**config.mk**
```make
export PLATFORM = sky130hd
export DESIGN_NAME = lap_recorder
export DESIGN_NICKNAME = d
export VERILOG_FILES = /design/src/rtl/lap_pkg.sv /design/src/rtl/toggle_edge.sv /design/src/rtl/lap_recorder.sv
export SDC_FILE = /design/constraint.sdc
export NUM_CORES = 1
export LEC_CHECK = 0
export BUFFER_PORTS_ARGS = -buffer_cell sky130_fd_sc_hd__buf_2
export CORE_UTILIZATION = 54
export DETAILED_ROUTE_END_ITERATION = 16
export HOLD_SLACK_MARGIN = 0.15
export PLACE_DENSITY = 0.72
export SETUP_SLACK_MARGIN = 0.05
export SLEW_MARGIN = 25
export SYNTH_ARGS = -nofsm -noshare
export SYNTH_HDL_FRONTEND = slang
export SYNTH_SLANG_ARGS = --single-unit
export TNS_END_PERCENT = 50
```
**constraint.sdc**
```tcl
create_clock -name clk -period 12.1 [get_ports clk]
set_input_delay 2.42 -clock clk [delete_from_list [all_inputs] [get_ports clk]]
set_output_delay 2.42 -clock clk [all_outputs]
set_load 0.1 [all_outputs]
```
**src/rtl/lap_pkg.sv**
```systemverilog
// lap_pkg: shared widths, state encoding and constants for the lap recorder.
package lap_pkg;
  localparam int DIGITS = 8;
  localparam int BCD_W = 4;
  localparam int TIME_W = DIGITS * BCD_W;
  localparam logic [TIME_W-1:0] TIME_ZERO = '0;
  typedef enum logic {ST_LIVE, ST_RECALL} state_t;
endpackage

```
**src/rtl/toggle_edge.sv**
```systemverilog
// toggle_edge: turns a toggle-level key into a one-cycle press pulse on every level change.
module toggle_edge (
  input  logic clk,
  input  logic reset,
  input  logic tgl,
  output logic press
);
  logic prev_q;
  // prev tracks the input even in reset, so the level present at release is never seen as a press
  always_ff @(posedge clk) prev_q <= tgl;
  assign press = ~reset & (tgl ^ prev_q);
endmodule

```
**src/rtl/lap_recorder.sv**
```systemverilog
// lap_recorder: stores lap snapshots of the live BCD time and selects live or recalled time for display.
module lap_recorder
  import lap_pkg::*;
#(
  parameter int DEPTH = 8,
  parameter int HOLD_CYCLES = 2**24
) (
  input  logic              clk,
  input  logic              reset,
  input  logic [TIME_W-1:0] time_bcd,
  input  logic              lap_tgl,
  input  logic              recall_tgl,
  input  logic              clear_tgl,
  output logic [TIME_W-1:0] disp_bcd,
  output logic              recall_mode,
  output logic [3:0]        lap_idx,
  output logic [4:0]        lap_count,
  output logic              full,
  output logic              overflow
);
  localparam int IW = $clog2(DEPTH);
  localparam int CW = IW + 1;
  localparam int HW = HOLD_CYCLES > 2 ? $clog2(HOLD_CYCLES) : 1;
  state_t state_q, state_d;
  logic [IW-1:0] idx_q, idx_d;
  logic [CW-1:0] cnt_q, cnt_d;
  logic [HW-1:0] hold_q, hold_d;
  logic ovf_q, ovf_d;
  logic [TIME_W-1:0] disp_q, disp_d;
  logic [TIME_W-1:0] mem_q [DEPTH];
  logic lap_p, rec_p, clr_p, lap_wr, timeout, last;
  toggle_edge u_lap (.clk(clk), .reset(reset), .tgl(lap_tgl), .press(lap_p));
  toggle_edge u_rec (.clk(clk), .reset(reset), .tgl(recall_tgl), .press(rec_p));
  toggle_edge u_clr (.clk(clk), .reset(reset), .tgl(clear_tgl), .press(clr_p));
  assign full = cnt_q == CW'(DEPTH);
  assign recall_mode = state_q == ST_RECALL;
  assign lap_wr = lap_p & ~full & ~clr_p;
  assign timeout = hold_q == HW'(HOLD_CYCLES - 1);
  assign last = CW'(idx_q) == cnt_q - 1'b1;
  always_comb begin
    state_d = state_q;
    idx_d = idx_q;
    hold_d = recall_mode ? hold_q + 1'b1 : '0;
    cnt_d = cnt_q + CW'(lap_wr);
    ovf_d = ovf_q | (lap_p & full);
    disp_d = recall_mode ? mem_q[idx_q] : time_bcd;
    if (recall_mode && timeout) begin
      state_d = ST_LIVE;
      idx_d = '0;
      hold_d = '0;
    end
    // recall decisions use the lap count from before any same-cycle write
    if (rec_p) begin
      if (!recall_mode) begin
        state_d = cnt_q != '0 ? ST_RECALL : ST_LIVE;
        idx_d = '0;
        hold_d = '0;
      end else begin
        state_d = last ? ST_LIVE : ST_RECALL;
        idx_d = last ? '0 : idx_q + 1'b1;
        hold_d = '0;
      end
    end
    if (clr_p) begin
      state_d = ST_LIVE;
      idx_d = '0;
      hold_d = '0;
      cnt_d = '0;
      ovf_d = 1'b0;
    end
  end
  always_ff @(posedge clk) begin
    if (reset) begin
      state_q <= ST_LIVE;
      idx_q <= '0;
      cnt_q <= '0;
      hold_q <= '0;
      ovf_q <= 1'b0;
      disp_q <= TIME_ZERO;
    end else begin
      state_q <= state_d;
      idx_q <= idx_d;
      cnt_q <= cnt_d;
      hold_q <= hold_d;
      ovf_q <= ovf_d;
      disp_q <= disp_d;
    end
  end
  always_ff @(posedge clk) begin
    if (!reset && lap_wr) mem_q[cnt_q[IW-1:0]] <= time_bcd;
  end
  assign disp_bcd = disp_q;
  assign lap_idx = 4'(idx_q);
  assign lap_count = 5'(cnt_q);
  assign overflow = ovf_q;
endmodule

```
==> results.cfg <==
[outcome]
outcome = completed

[timing]
drv_slew = 0
skew_ns = 0.006134
relSlewSlack = 0.3809
setup_viol = 0
rsz0062_at_grt = no
hold_violations = 0
fmax_ghz = 0.2160
setup_tns_ns = 0
worst_pin_slew_ns = 0.9287
finalCritPeriodShare = 0.3826
worst_slack_ns = 7.470
min_period_ns = 4.630

[layout]
layout.nets = 828
regArea_sq_um = 9116
antenna-diode-count = 0
post-route-cell-area_sq_um = 14670
fillers = 1548
multi_input_area_sq_um = 3342
syn2layout_area_growth_pct = 16.28
post-route-util = 0.6442
mostFrequentLayoutCells = edfxtp_1, buf_2, dfxtp_1, mux4_2, nor2_1
final_common_cell = edfxtp_1
layout-drive-gt1-share = 0.2922

[clocking]
clock_sinks = 327
clk_pin_slew_ns = 0.06
cts-root-buf = clkbuf_16
post_cts_buffers = 0
cts_buffers = 34
clk_path_buf_depth = 3
tritoncts = done
cts_resized = 0
cts_hold_buf = 0
ctsHtreeMaxLevel = 2
clk_latency_ns = 0.50

[place]
place_congestion = 0.7775
port_buffers = 78
place_ws_ns = 6.899
post_dp_cell_area_sq_um = 13400
dp_hpwl_mm = 13.94

[run]
max_cap_violations = 0

[global_routing]
grt_max_degree = 70
antenna_found_initial = 0
gr-usage-all-layers = 0.2055
overflow = 0
first_global_vias = 6762
grt_pass1_wl_mm = 37.49

[drt]
num_vias = 6507
drtPass1Iterations = 4
postRouteWirelength_mm = 23.79
ant_nets = 0
drc = 0
viasPerCell = 5.789
post_drt_wl_per_cell_microns = 21.16
drtIter0Drc = 510

[power_and_ir_drop]
report.power.total_mw = 2.384
p_per_area_nw_per_um2 = 162.5
irDropWorstVdd_v = 0.00009042
p_leak_nw = 4.695

[logic_synthesis]
synth-edff-count = 256
postSynthCellCount = 694
yosys_warnings = 0
yosysSeqAreaShare = 0.7219
syn_avg_cell_area_sq_um = 18.18
synth_area_sq_um = 12620
ys_seq_elements = 327
ys_types = 58
ys_async_sr_fraction = 0
synth-main-ff-cell = edfxtp_1

[worst_setup_path]
cp.required_ns = 12.26
cp_max_fo = 36
cp-end-kind = flip-flop
cp_top_family = simple AND/OR/NAND/NOR gates
start_kind = primary input
worstPathArrival_ns = 4.79
slowest_delay_ns = 0.68
critPathSlowestCell = nor3_4
crit_type = primary input to flip-flop
path_buf_inv = 2
cp_cell_sequence = buf_2, nor4_2, nand2_1, nor3_4, buf_4

[min_path]
hp-class = flip-flop to flip-flop

[die]
die_x_microns = 154.9
pin_count = 81
rows = 55
die-area_sq_um = 23980
dieHeight_microns = 154.9
coreArea_sq_um = 22780
initial_core_util = 0.5540
[stage by stage]
stage	hold WS [ns]	cells
floorplan	0.4452	695
global placement	0.4513	1053
detailed placement	0.4680	1057
CTS	0.4814	1119
global route	0.5046	1124
finish	0.4752	1124
[synth_stat cells (all sizes together), types with 11 or more instances]
master	number	area share
edfxtp	256	0.61
dfxtp	71	0.11
mux4	64	0.11
nor2	45	0.013
a211oi	41	0.026
mux2i	32	0.025
buf	22	0.011
nor3	20	0.0079
clkbuf	17	0.0051
nand2	14	0.0044
xnor2	12	0.0083
nand3	11	0.0048
[layout make-up]
type / count / area share
clock buffers: 50 / 0.06916
clock inverters: 12 / 0.009295
inverters: 9 / 0.002302
multi-input cells: 320 / 0.2278
flip-flops and latches: 327 / 0.6213
well taps: 313 / 0.02669
repair buffers: 93 / 0.04349
[flip-flops by register name, summed over array words and instances, names as in the netlist, named ones only]
register,count
u_rec.prev_q,1
idx_q,3
hold_q,24
overflow,1
mem_q,256
u_clr.prev_q,1
disp_bcd,32
u_lap.prev_q,1
cnt_q,4
recall_mode,1
[cell families (layout without fill, tap and decap cells)]
logic type,count (synthesis),count (layout),synth area share
flip-flops,327,327,0.7219
buffers and inverters,48,164,0.01894
AND/OR/NAND/NOR,131,131,0.05613
multiplexers,97,97,0.1405
other,1,2,0.0002972
AO/OA/AOI/OAI,65,65,0.04194
adder cells (fa/ha/maj),6,6,0.005949
XOR/XNOR,19,19,0.01438
[worst paths after layout]
check | from | endpoint | slack (ns) | cells past startpoint
setup / recovery | reset | mem_q[1][7] | 7.47 | 5
hold / removal | hold_q[0] | hold_q[0] | 0.48 | 1
setup reg to reg | cnt_q[1] | mem_q[1][7] | 8.66 | 7
hold reg to reg | hold_q[0] | hold_q[0] | 0.48 | 1
[power by group]
part,leakage [nW],internal [mW],switching (mW),total (mW)
Combinational,1.24,0.0201,0.0837,0.104
Sequential,2.89,1.22,0.00326,1.23
Clock,0.560,0.647,0.408,1.06
Total,4.69,1.89,0.495,2.38
[metal layers]
layer,wire length [microns],global-route usage
met1,10220,0.2751
met2,11910,0.3516
met3,1244,0.03370
met4,412,0.05563
met5,0,0
Note: power is estimated with default switching activity, not from simulation.
